$ cat src/rtl/hub75_scan_driver_if.sv
// Bus bundle between the HUB75 scan driver and its surroundings.
//   RdAddr : frame-buffer read address {row[2:0], col}
//   RdData : frame-buffer read data {R1,G1,B1,R2,G2,B2}, valid one cycle after RdAddr
//   R1..B2 : panel colour data (upper / lower half)
//   Clk    : panel shift clock (panel samples on rising edge)
//   Lat    : latch strobe, active high
//   Oe     : output enable, active low
//   A,B,C  : row-pair address, A = LSB
// master = scan driver, slave = frame buffer / panel pins.
interface hub75_scan_driver_if #(
   parameter int COL_BITS = 5
);
   logic [COL_BITS+2:0] RdAddr;
   logic [5:0]          RdData;
   logic                R1, G1, B1, R2, G2, B2;
   logic                Clk;
   logic                Lat;
   logic                Oe;
   logic                A, B, C;

   modport master (
      output RdAddr,
      input  RdData,
      output R1, G1, B1, R2, G2, B2,
      output Clk, Lat, Oe, A, B, C
   );

   modport slave (
      input  RdAddr,
      output RdData,
      input  R1, G1, B1, R2, G2, B2,
      input  Clk, Lat, Oe, A, B, C
   );
endinterface

$ cat src/rtl/hub75_scan_driver.sv
// HUB75 1/8-scan panel driver.
// Reads pixel pairs from an external frame buffer, shifts one row pair into
// the panel per row period, latches it and scans the 8 row pairs forever
// while Enable is high.
// Ports:
//   Clkin     : system clock
//   Rstn      : asynchronous active-low reset
//   Enable    : run the scan when high (checked at the end of each row)
//   bus       : frame-buffer read bus and panel outputs (master side)
//   FrameDone : one-cycle pulse in the display-hold phase of row 7
// Every panel output is a flop driven from the state of the previous cycle,
// so all outputs lag the internal state by exactly one Clkin cycle.
module hub75_scan_driver #(
   parameter int CLK_DIV  = 3,
   parameter int COL_BITS = 5,
   parameter int ON_TICKS = 4
) (
   input  logic                      Clkin,
   input  logic                      Rstn,
   input  logic                      Enable,
   hub75_scan_driver_if.master       bus,
   output logic                      FrameDone
);

   typedef enum logic [2:0] {
      IDLE     = 3'd0,
      SHIFT_LO = 3'd1,
      SHIFT_HI = 3'd2,
      BLANK    = 3'd3,
      LATCH    = 3'd4,
      POST     = 3'd5,
      HOLD     = 3'd6
   } state_t;

   state_t                state_q, state_d;
   logic [7:0]            cnt_q, cnt_d;
   logic [7:0]            hold_q, hold_d;
   logic [COL_BITS-1:0]   col_q, col_d;
   logic [2:0]            row_q, row_d;
   logic                  first_q, first_d;
   logic [COL_BITS+2:0]   rd_addr_q, rd_addr_d;
   logic [5:0]            rgb_q, rgb_d;
   logic                  clk_q, clk_d;
   logic                  lat_q, lat_d;
   logic                  oe_q, oe_d;
   logic [2:0]            abc_q, abc_d;
   logic                  frame_done_q, frame_done_d;
   logic                  tick_s;
   logic                  row_end_s;

   // Next-state, prescaler, counters and registered-output values.
   always_comb begin
      state_d   = state_q;
      hold_d    = hold_q;
      col_d     = col_q;
      row_d     = row_q;
      first_d   = first_q;
      row_end_s = 1'b0;
      tick_s    = (cnt_q == 8'(CLK_DIV - 1));

      // Prescaler sits at zero in IDLE, so it always starts cleared on exit.
      if (state_q == IDLE) begin
         cnt_d = 8'd0;
      end else if (tick_s) begin
         cnt_d = 8'd0;
      end else begin
         cnt_d = cnt_q + 8'd1;
      end

      case (state_q)
         IDLE: begin
            if (Enable) begin
               state_d = SHIFT_LO;
               col_d   = {COL_BITS{1'b0}};
               first_d = 1'b1;
            end else begin
               state_d = IDLE;
            end
         end
         SHIFT_LO: begin
            if (tick_s) begin
               state_d = SHIFT_HI;
            end else begin
               state_d = SHIFT_LO;
            end
         end
         SHIFT_HI: begin
            if (tick_s && (col_q == {COL_BITS{1'b1}})) begin
               state_d = BLANK;
            end else if (tick_s) begin
               col_d   = col_q + {{(COL_BITS-1){1'b0}}, 1'b1};
               state_d = SHIFT_LO;
            end else begin
               state_d = SHIFT_HI;
            end
         end
         BLANK: begin
            if (tick_s) begin
               state_d = LATCH;
            end else begin
               state_d = BLANK;
            end
         end
         LATCH: begin
            if (tick_s) begin
               state_d = POST;
            end else begin
               state_d = LATCH;
            end
         end
         POST: begin
            if (tick_s && (ON_TICKS > 0)) begin
               state_d = HOLD;
               hold_d  = 8'd0;
            end else if (tick_s) begin
               row_end_s = 1'b1;   // no hold phase configured
            end else begin
               state_d = POST;
            end
         end
         HOLD: begin
            if (tick_s && (hold_q == 8'(ON_TICKS - 1))) begin
               row_end_s = 1'b1;
            end else if (tick_s) begin
               hold_d = hold_q + 8'd1;
            end else begin
               state_d = HOLD;
            end
         end
         default: begin
            state_d = IDLE;
         end
      endcase

      // Enable is only honoured at a row boundary; the row counter advances
      // even when stopping, so a restart continues with the next row.
      if (row_end_s) begin
         row_d   = row_q + 3'd1;
         col_d   = {COL_BITS{1'b0}};
         first_d = 1'b0;
         if (Enable) begin
            state_d = SHIFT_LO;
         end else begin
            state_d = IDLE;
         end
      end else begin
         row_d = row_q;
      end

      // Address is presented on SHIFT_LO entry so the data is back in time
      // to be captured in the second SHIFT_LO cycle (works down to D = 2).
      if ((state_d == SHIFT_LO) && (state_q != SHIFT_LO)) begin
         rd_addr_d = {row_d, col_d};
      end else begin
         rd_addr_d = rd_addr_q;
      end

      if ((state_q == SHIFT_LO) && (cnt_q == 8'd1)) begin
         rgb_d = bus.RdData;
      end else begin
         rgb_d = rgb_q;
      end

      if ((state_q == LATCH) && (cnt_q == 8'd0)) begin
         abc_d = row_q;
      end else begin
         abc_d = abc_q;
      end

      // Display stays on while shifting (old row still latched), except for
      // the first row after IDLE where nothing valid has been latched yet.
      if (state_q == HOLD) begin
         oe_d = 1'b0;
      end else if (((state_q == SHIFT_LO) || (state_q == SHIFT_HI)) && !first_q) begin
         oe_d = 1'b0;
      end else begin
         oe_d = 1'b1;
      end

      clk_d        = (state_q == SHIFT_HI);
      lat_d        = (state_q == LATCH);
      frame_done_d = (state_q == POST) && tick_s && (row_q == 3'd7);
   end

   // State and output registers.
   always_ff @(posedge Clkin or negedge Rstn) begin
      if (!Rstn) begin
         state_q      <= IDLE;
         cnt_q        <= 8'd0;
         hold_q       <= 8'd0;
         col_q        <= {COL_BITS{1'b0}};
         row_q        <= 3'd0;
         first_q      <= 1'b0;
         rd_addr_q    <= {(COL_BITS+3){1'b0}};
         rgb_q        <= 6'd0;
         clk_q        <= 1'b0;
         lat_q        <= 1'b0;
         oe_q         <= 1'b1;
         abc_q        <= 3'd0;
         frame_done_q <= 1'b0;
      end else begin
         state_q      <= state_d;
         cnt_q        <= cnt_d;
         hold_q       <= hold_d;
         col_q        <= col_d;
         row_q        <= row_d;
         first_q      <= first_d;
         rd_addr_q    <= rd_addr_d;
         rgb_q        <= rgb_d;
         clk_q        <= clk_d;
         lat_q        <= lat_d;
         oe_q         <= oe_d;
         abc_q        <= abc_d;
         frame_done_q <= frame_done_d;
      end
   end

   assign bus.RdAddr = rd_addr_q;
   assign bus.R1     = rgb_q[5];
   assign bus.G1     = rgb_q[4];
   assign bus.B1     = rgb_q[3];
   assign bus.R2     = rgb_q[2];
   assign bus.G2     = rgb_q[1];
   assign bus.B2     = rgb_q[0];
   assign bus.Clk    = clk_q;
   assign bus.Lat    = lat_q;
   assign bus.Oe     = oe_q;
   assign bus.A      = abc_q[0];
   assign bus.B      = abc_q[1];
   assign bus.C      = abc_q[2];
   assign FrameDone  = frame_done_q;

endmodule

$ cat src/flat_wrapper.sv
// flat-port wrapper written by rule: the top's interface ports become plain ports
module hub75_scan_driver_flat 
#(
   parameter int CLK_DIV  = 3,
   parameter int COL_BITS = 5,
   parameter int ON_TICKS = 4
)
  (Clkin, Rstn, Enable, FrameDone, bus_RdAddr, bus_RdData, bus_R1, bus_G1, bus_B1, bus_R2, bus_G2, bus_B2, bus_Clk, bus_Lat, bus_Oe, bus_A, bus_B, bus_C);
  hub75_scan_driver_if #(.COL_BITS(COL_BITS)) bus_i ();
  input  logic Clkin;
  input  logic Rstn;
  input  logic Enable;
  output logic FrameDone;
  output wire logic [$bits(bus_i.RdAddr)-1:0] bus_RdAddr;
  input wire logic [$bits(bus_i.RdData)-1:0] bus_RdData;
  output wire logic [$bits(bus_i.R1)-1:0] bus_R1;
  output wire logic [$bits(bus_i.G1)-1:0] bus_G1;
  output wire logic [$bits(bus_i.B1)-1:0] bus_B1;
  output wire logic [$bits(bus_i.R2)-1:0] bus_R2;
  output wire logic [$bits(bus_i.G2)-1:0] bus_G2;
  output wire logic [$bits(bus_i.B2)-1:0] bus_B2;
  output wire logic [$bits(bus_i.Clk)-1:0] bus_Clk;
  output wire logic [$bits(bus_i.Lat)-1:0] bus_Lat;
  output wire logic [$bits(bus_i.Oe)-1:0] bus_Oe;
  output wire logic [$bits(bus_i.A)-1:0] bus_A;
  output wire logic [$bits(bus_i.B)-1:0] bus_B;
  output wire logic [$bits(bus_i.C)-1:0] bus_C;
  assign bus_RdAddr = bus_i.RdAddr;
  assign bus_i.RdData = bus_RdData;
  assign bus_R1 = bus_i.R1;
  assign bus_G1 = bus_i.G1;
  assign bus_B1 = bus_i.B1;
  assign bus_R2 = bus_i.R2;
  assign bus_G2 = bus_i.G2;
  assign bus_B2 = bus_i.B2;
  assign bus_Clk = bus_i.Clk;
  assign bus_Lat = bus_i.Lat;
  assign bus_Oe = bus_i.Oe;
  assign bus_A = bus_i.A;
  assign bus_B = bus_i.B;
  assign bus_C = bus_i.C;
  hub75_scan_driver #(.CLK_DIV(CLK_DIV), .COL_BITS(COL_BITS), .ON_TICKS(ON_TICKS)) u_core (.Clkin(Clkin), .Rstn(Rstn), .Enable(Enable), .bus(bus_i), .FrameDone(FrameDone));
endmodule
$ cat config.mk
export PLATFORM = sky130hd
export DESIGN_NAME = hub75_scan_driver_flat
export DESIGN_NICKNAME = d
export VERILOG_FILES = /design/src/rtl/hub75_scan_driver_if.sv /design/src/rtl/hub75_scan_driver.sv /design/src/flat_wrapper.sv
export SDC_FILE = /design/constraint.sdc
export NUM_CORES = 1
export LEC_CHECK = 0
export CAP_MARGIN = 20
export CELL_PAD_IN_SITES_DETAIL_PLACEMENT = 0
export CELL_PAD_IN_SITES_GLOBAL_PLACEMENT = 1
export CORE_MARGIN = 4
export CORE_UTILIZATION = 45
export DETAILED_ROUTE_END_ITERATION = 6
export DONT_BUFFER_PORTS = 1
export GPL_ROUTABILITY_DRIVEN = 0
export HOLD_SLACK_MARGIN = 0.06
export PLACE_DENSITY = 0.7
export SETUP_SLACK_MARGIN = 0.3
export SLEW_MARGIN = 30
export SYNTH_ARGS = -nofsm -noshare
export SYNTH_HDL_FRONTEND = slang
export SYNTH_SLANG_ARGS = --single-unit
$ cat constraint.sdc
create_clock -name Clkin -period 4 [get_ports Clkin]
set_input_delay 0.2 -clock Clkin [delete_from_list [all_inputs] [get_ports Clkin]]
set_output_delay 0.2 -clock Clkin [all_outputs]
set_load 0.01 [all_outputs]
==> summary.md, run 1 <==
| Metric | Value |
|---|---|
| Worst EP arrival | 2.84 ns |
| Share of layout cells above drive strength 1 | 14.1% |
| Synth Register Bits | 49 |
| RSZ-0062 raised after global routing | false |
| First-pass GRT wire length | 8200 um |
| Die height | 80.6 um |
| Detailed Place HPWL | 3330 um |
| MaxCap Viol Count | 0 |
| Synthesized Nets | 237 |
| Worst Max-Slew Pin Slew | 0.602 ns |
| Clk_skew | 0.00514 ns |
| Lkg Pwr | 1.21 nW |
| Post-route clock period utilization | 66.1% |
| DRC | 0 |
| Initial core utilization | 46.4% |
| N_diodes | 0 |
| Initial drt markers | 89 |
| Vias post-DR | 1641 |
| Drt total wl | 4680 um |
| Vias in the first global route | 1669 |
| CTS H-tree lvls | 2 |
| Port Buffers | 0 |
| CP Data Required Time | 4.20 ns |
| Area contributors post-synth | dfrtp_1, mux2_2, ha_1 |
| Slew HR | 59.6% |
| Largest net degree at the start of global routing | 50 |
| Synth Cell Area | 2370 sq um |
| Final Non-Filler Cells | 297 |
| Nets | 244 |
| Area grow syn2layout | 10.9% |
| CTS buffer count | 5 |
| FMAX | 378 MHz |
| Most area-hungry cell type in the Yosys netlist | dfrtp_1 |
| Clock Pin Slew Worst Setup and Hold Paths | 0.09 ns |
| Fillers | 481 |
| Global route overflow | 0 |
| Most used DFF post-synth | dfrtp_1 |
| Core region area | 5110 sq um |
| Hold crit path type | input pin to flop |
| Status | completed |
| Detailed Routing Iterations Pass 1 | 4 |
| FFs w/ async S/R, synth | 100% |
| Area of the multi-input gates | 1060 sq um |
| Gr usage total | 16.6% |
| Routed wire per std cell | 15.8 um |
| Via density | 5.53 |
| EDFF count, synth | 0 |
| Endpoints failing setup | 0 |
| FF-to-FF setup slack | 1.36 ns |
| Placed insts | 280 |
| DRT antenna net count | 0 |
| Worst skew pair latency | 0.31 ns |
| Final Critical Period | 2.64 ns |
| FP Rows | 26 |
| Setup Buffers After CTS | 0 |
| Top-level port count | 30 |
| CTS tree | done |
| Critical-path maximum fanout | 9 |
| Final Hold Fails | 0 |
| Post-synthesis cell type count | 44 |
| Clock sinks | 49 |
| CTS root buf | clkbuf_8 |
| DIE WIDTH | 80.6 um |
| CP Capture Type | flop |
| Synth warnings | 0 |
| Seq. cell area | 1230 sq um |
| Longest Clk Path Bufs | 2 |
| Power Density | 556 nW/um^2 |
| Sequential share of the synthesized area | 51.7% |
| Synthesized instance count | 219 |
| Startpoint types | flop |
| Final Max Slew Viols | 0 |
| Worst ir drop on vdd | 0.244 mV |
| Synth top area share | 50.6% |
| Fin Setup TNS | 0 ns |
| Synth Area per Inst | 10.8 sq um |
| Setup CP Type | flop to flop |
| Die area | 6500 sq um |
| Initial antenna violation count | 0 |
[area by class of cell]
class	count	share of cell area, %
Timing Repair Buffer	9	4.09
Clock inverter	3	1.67
Sequential cell	49	46.7
Inverter	9	1.28
Clock buffer	5	2.62
Multi-Input combinational cell	152	40.3
Tap cell	70	3.33
[worst paths after layout]
check | depth (start not counted) | startpoint | to
setup / recovery | 8 | u_core.col_q[0] | u_core.bus.RdAddr[5]
hold / removal | 2 | Enable | u_core.state_q[0]
setup reg to reg | 8 | u_core.col_q[0] | u_core.bus.RdAddr[5]
hold reg to reg | 2 | u_core.first_q | u_core.first_q
max in group asynchronous | 2 | Rstn | u_core.bus.Oe
min in group asynchronous | 2 | Rstn | u_core.col_q[2]
[what timing repair did]
action	in CTS	in global routing
hold buffers	9	0
hold endpoints to repair	56	0
endpoints found under the setup margin	0	0
gates resized for setup	0	0
[synthesized netlist by cell type, drive strengths merged (3+ instances only)]
master   count
a2111oi      4
a21oi       10
a22o         4
a22oi        3
and2         3
and3         5
buf          6
clkbuf       3
dfrtp       48
ha           9
inv          9
mux2        12
nand2       13
nand3       13
nand4        3
nor2        25
nor3         5
o21ai        7
o22ai        3
or3          3
xnor2        6
xor2         6
[metrics by stage]
stage | utilization [%] | power [mW] | cell area, sq um | worst slack (ns) | hold slack (ns)
CTS | 51.5 | 1.48 | 2630 | 1.38 | 0.0737
global placement | 47.2 | 1.08 | 2410 | 1.52 | -0.0941
detailed placement | 47.2 | 1.09 | 2410 | 1.39 | -0.0939
floorplan | - | 1.02 | 2370 | 1.63 | -0.0956
global route | 51.5 | 1.58 | 2630 | 1.23 | 0.106
finish | 51.5 | 1.46 | 2630 | 1.36 | 0.0860
[state kept, by name, summed over array words and instances (netlist names)]
register           cells
u_core.rgb_q           6
u_core.bus.Lat         1
u_core.hold_q          8
u_core.state_q         3
u_core.FrameDone       1
u_core.col_q           5
u_core.abc_q           3
u_core.bus.Oe          1
u_core.cnt_q           8
u_core.bus.Clk         1
u_core.row_q           3
u_core.bus.RdAddr      8
u_core.first_q         1
[layer usage]
layer  track usage [%]  wire length [um]  vias to the layer above
li1                  -                 -                      785
met1              21.6              2050                      805
met2              25.7              2270                       44
met3              5.38               282                        7
met4              6.08                76                        0
met5                 0                 0                        -
[power by group]
group | total, mW | switching [mW] | internal, mW
Sequential | 0.730 | 0.136 | 0.594
Clock | 0.361 | 0.173 | 0.188
Combinational | 0.372 | 0.207 | 0.165
[cell families after synthesis]
logic type               count (synthesis)  synth area share [%]
flip-flops                              49                  51.7
buffers and inverters                   18                  3.53
AO/OA/AOI/OAI                           37                  10.5
multiplexers                            12                  5.85
AND/OR/NAND/NOR                         82                  19.2
XOR/XNOR                                12                  4.43
adder cells (fa/ha/maj)                  9                  4.75
[cell usage in the layout, fill, tap and decap left out, types with 2 or more instances in the layout]
master         synthesis  layout
dfrtp_1               48      48
nor2_1                24      24
nand3_1               13      13
nand2_1               13      13
mux2_2                11      11
inv_1                  9       9
a21oi_1                9       9
ha_1                   9       9
dlygate4sd3_1          0       8
xor2_1                 6       6
xnor2_1                6       6
o21ai_0                6       6
nor3_1                 5       5
and3_1                 5       5
clkbuf_8               0       5
a2111oi_0              4       4
a22o_1                 4       4
o22ai_1                3       3
a22oi_1                3       3
or3_1                  3       3
nor3b_1                2       2
and2_1                 2       2
nand2b_1               2       2
o211ai_1               2       2
a21o_1                 2       2
nand4_1                2       2
a211oi_1               2       2
[worst max-delay path, stage by stage (launching register included)]
cell and delay, ns:
dfrtp_1 0.42, ha_1 0.23, and3_1 0.18, ha_1 0.20, nor4b_1 0.38, and3_1 0.44
a21oi_2 0.14, and2_4 0.24, mux2_4 0.30
Note: power is estimated with default switching activity, not from simulation.
==> run 2, diff against run 1 <==
Clock period 4 ns to 2.8 ns, I/O delays scaled along.
==> run 2 against run 1 <==
Global-route usage decreased by 0.54 points. Highest routed layer unchanged. Via count unchanged. Critical path depth unchanged. Wire length down 1.8%. Largest power group unchanged. Flip-flop and latch count is the same.
==> summary.md, run 2 (same netlist as run 1, synthesis figures left out) <==
| Metric | Value |
|---|---|
| Status | completed |
| Final Non-Filler Cells | 300 (+1.0%) |
| Clock Power Share | 21.5% (-3.2 points) |
| Startpoint types | flop |
| Final Hold Fails | 0 (unchanged) |
| Die height | 80.6 um (unchanged) |
| Initial antenna violation count | 0 (unchanged) |
| Vias in the first global route | 1657 (-0.72%) |
| Global route overflow | 0 (unchanged) |
| Met2 Use GR | 24.6% (-1.1 points) |
| CTS buffer count | 5 (unchanged) |
| CTS H-tree lvls | 2 (unchanged) |
| Sequential share of power | 51.8% (+1.9 points) |
| Clk_skew | 0.00501 ns (-0.000127 ns) |
| N_diodes | 0 (unchanged) |
| Final Critical Period | 2.34 ns (-0.305 ns) |
| DIE WIDTH | 80.6 um (unchanged) |
| Gr busiest metal | met2 |
| Final setup margin | 0.462 ns (-0.895 ns) |
| CTS tree | done |
| Initial core utilization | 46.4% (unchanged) |
| Vias post-DR | 1641 (unchanged) |
| Gr usage total | 16.0% (-0.54 points) |
| FP Rows | 26 (unchanged) |
| Final Util | 51.6% (+0.12 points) |
| Final Max Slew Viols | 0 (unchanged) |
| Worst ir drop on vdd | 0.358 mV (+47%) |
| Post-DP Area | 2430 sq um (+0.93%) |
| Worst EP arrival | 2.52 ns (-0.32 ns) |
| Initial drt markers | 101 (+13%) |
| Met1 usage | 22.0% (+0.44 points) |
| Detailed Routing Iterations Pass 1 | 4 (unchanged) |
| Largest net degree at the start of global routing | 50 (unchanged) |
| Clock sinks | 49 (unchanged) |
| Clock Pin Slew Worst Setup and Hold Paths | 0.09 ns (about the same) |
| Setup CP Type | flop to flop |
| Hold crit path type | input pin to flop |
| Worst skew pair latency | 0.30 ns (about the same) |
| Most frequent cells in the layout | dfrtp_1, nor2_1, nand3_1, nand2_1, mux2_2 |
| First-pass GRT wire length | 8100 um (-1.2%) |
| DRC | 0 (unchanged) |
| Top-level port count | 30 (unchanged) |
| Met3 usage | 4.60% (-0.78 points) |
| Power Internal | 1.29 mW (+37%) |
| Slew HR | 65.1% (+5.5 points) |
| Worst Max-Slew Pin Slew | 0.510 ns (-0.0916 ns) |
| Slowest CP cell | dfrtp_1 |
| Power Density | 763 nW/um^2 (+37%) |
| Area grow syn2layout | 11.1% |
| Longest Clk Path Bufs | 2 (unchanged) |
| Design Area, Final | 2640 sq um (+0.24%) |
| CP max stage delay | 0.42 ns (-0.02 ns) |
| Pre-CTS setup slack | 0.471 ns (-0.921 ns) |
| Port Buffers | 0 (unchanged) |
| Critical-path maximum fanout | 8 (-1) |
| CP Capture Type | flop |
| Endpoints failing setup | 0 (unchanged) |
| CP Data Required Time | 2.99 ns (-1.21 ns) |
| Worst path cell trace | ha_1, and3_1, ha_1, nor4b_1, and3_1, a21oi_2, and2_4, mux2_4 |
| MaxCap Viol Count | 0 (unchanged) |
| Fin Setup TNS | 0 ns (unchanged) |
| Lkg Pwr | 1.22 nW (+0.72%) |
| Core region area | 5110 sq um (unchanged) |
| Share of layout cells above drive strength 1 | 15.2% (+1.1 points) |
| Detailed Place HPWL | 3280 um (-1.4%) |
| Setup Buffers After CTS | 0 (unchanged) |
| P_sw | 719 uW (+39%) |
| Nets | 247 (+1.2%) |
| Drt total wl | 4600 um (-1.8%) |
| Commonest non-fill, non-tap cell in the layout | dfrtp_1 |
| FMAX | 428 MHz (+13%) |
| Routed wire per std cell | 15.3 um (-2.7%) |
| CTS root buf | clkbuf_8 |
| Via density | 5.47 (-1.0%) |
| Comb power frac | 26.7% (+1.3 points) |
| Die area | 6500 sq um (unchanged) |
| Post-route clock period utilization | 83.5% (+17 points) |
| DRT antenna net count | 0 (unchanged) |
| RSZ-0062 raised after global routing | false |
| Switching part of the total | 35.8% (+0.46 points) |
| Placed insts | 283 (+1.1%) |
==> run 2: per-layer routing <==
metal,vias up,wire length (um)
li1,789,-
met1,811,2080
met2,37,2240
met3,4,242
met4,0,34
met5,-,0
==> run 2: what timing repair did <==
item	4_1_cts	5_1_grt
endpoints found under the hold margin	57	0
gates resized for setup	0	0
hold buffers	9	0
==> run 2: area by class of cell <==
| cell class | count | area (sq um) |
|---|---|---|
| well taps | 70 | 87.6 |
| flip-flops and latches | 49 | 1230 |
| fillers | 456 | 2470 |
| repair buffers | 12 | 130 |
| clock inverters | 2 | 13.8 |
| multi-input cells | 152 | 1060 |
| inverters | 9 | 33.8 |
| clock buffers | 6 | 82.6 |
==> run 2: worst paths after layout <==
check	slack, ns	from	cells after the start	endpoint
max	0.46	u_core.col_q[0]	8	u_core.bus.RdAddr[5]
min	0.07	Enable	3	u_core.col_q[3]
max reg2reg	0.46	u_core.col_q[0]	8	u_core.bus.RdAddr[5]
min reg2reg	0.55	u_core.row_q[0]	1	u_core.row_q[0]
max in group asynchronous	2.20	Rstn	2	u_core.bus.Oe
min in group asynchronous	0.35	Rstn	2	u_core.state_q[2]
==> run 2: power by group through the flow <==
stage / clock, mW / combinational, mW / sequential (mW)
after floorplan: 0 / 0.468 / 0.986
after global placement: 0 / 0.506 / 1.05
after detailed placement: 0 / 0.516 / 1.06
after CTS: 0.450 / 0.546 / 1.04
after global routing: 0.476 / 0.630 / 1.07
final: 0.433 / 0.537 / 1.04
==> run 2: stage by stage <==
| step | hold WS [ns] | power (mW) |
|---|---|---|
| final | 0.0739 | 2.01 |
| after floorplan | -0.156 | 1.45 |
| after CTS | 0.0674 | 2.04 |
| after global placement | -0.154 | 1.56 |
| after detailed placement | -0.154 | 1.57 |
| after global routing | 0.0857 | 2.17 |
==> run 2: critical path: cells and delay by family (launching register included) <==
kind / cells / cell delay (ns)
AND/OR/NAND/NOR: 4 / 1.00
adder cells (fa/ha/maj): 2 / 0.42
flip-flops: 1 / 0.42
multiplexers: 1 / 0.29
AO/OA/AOI/OAI: 1 / 0.09
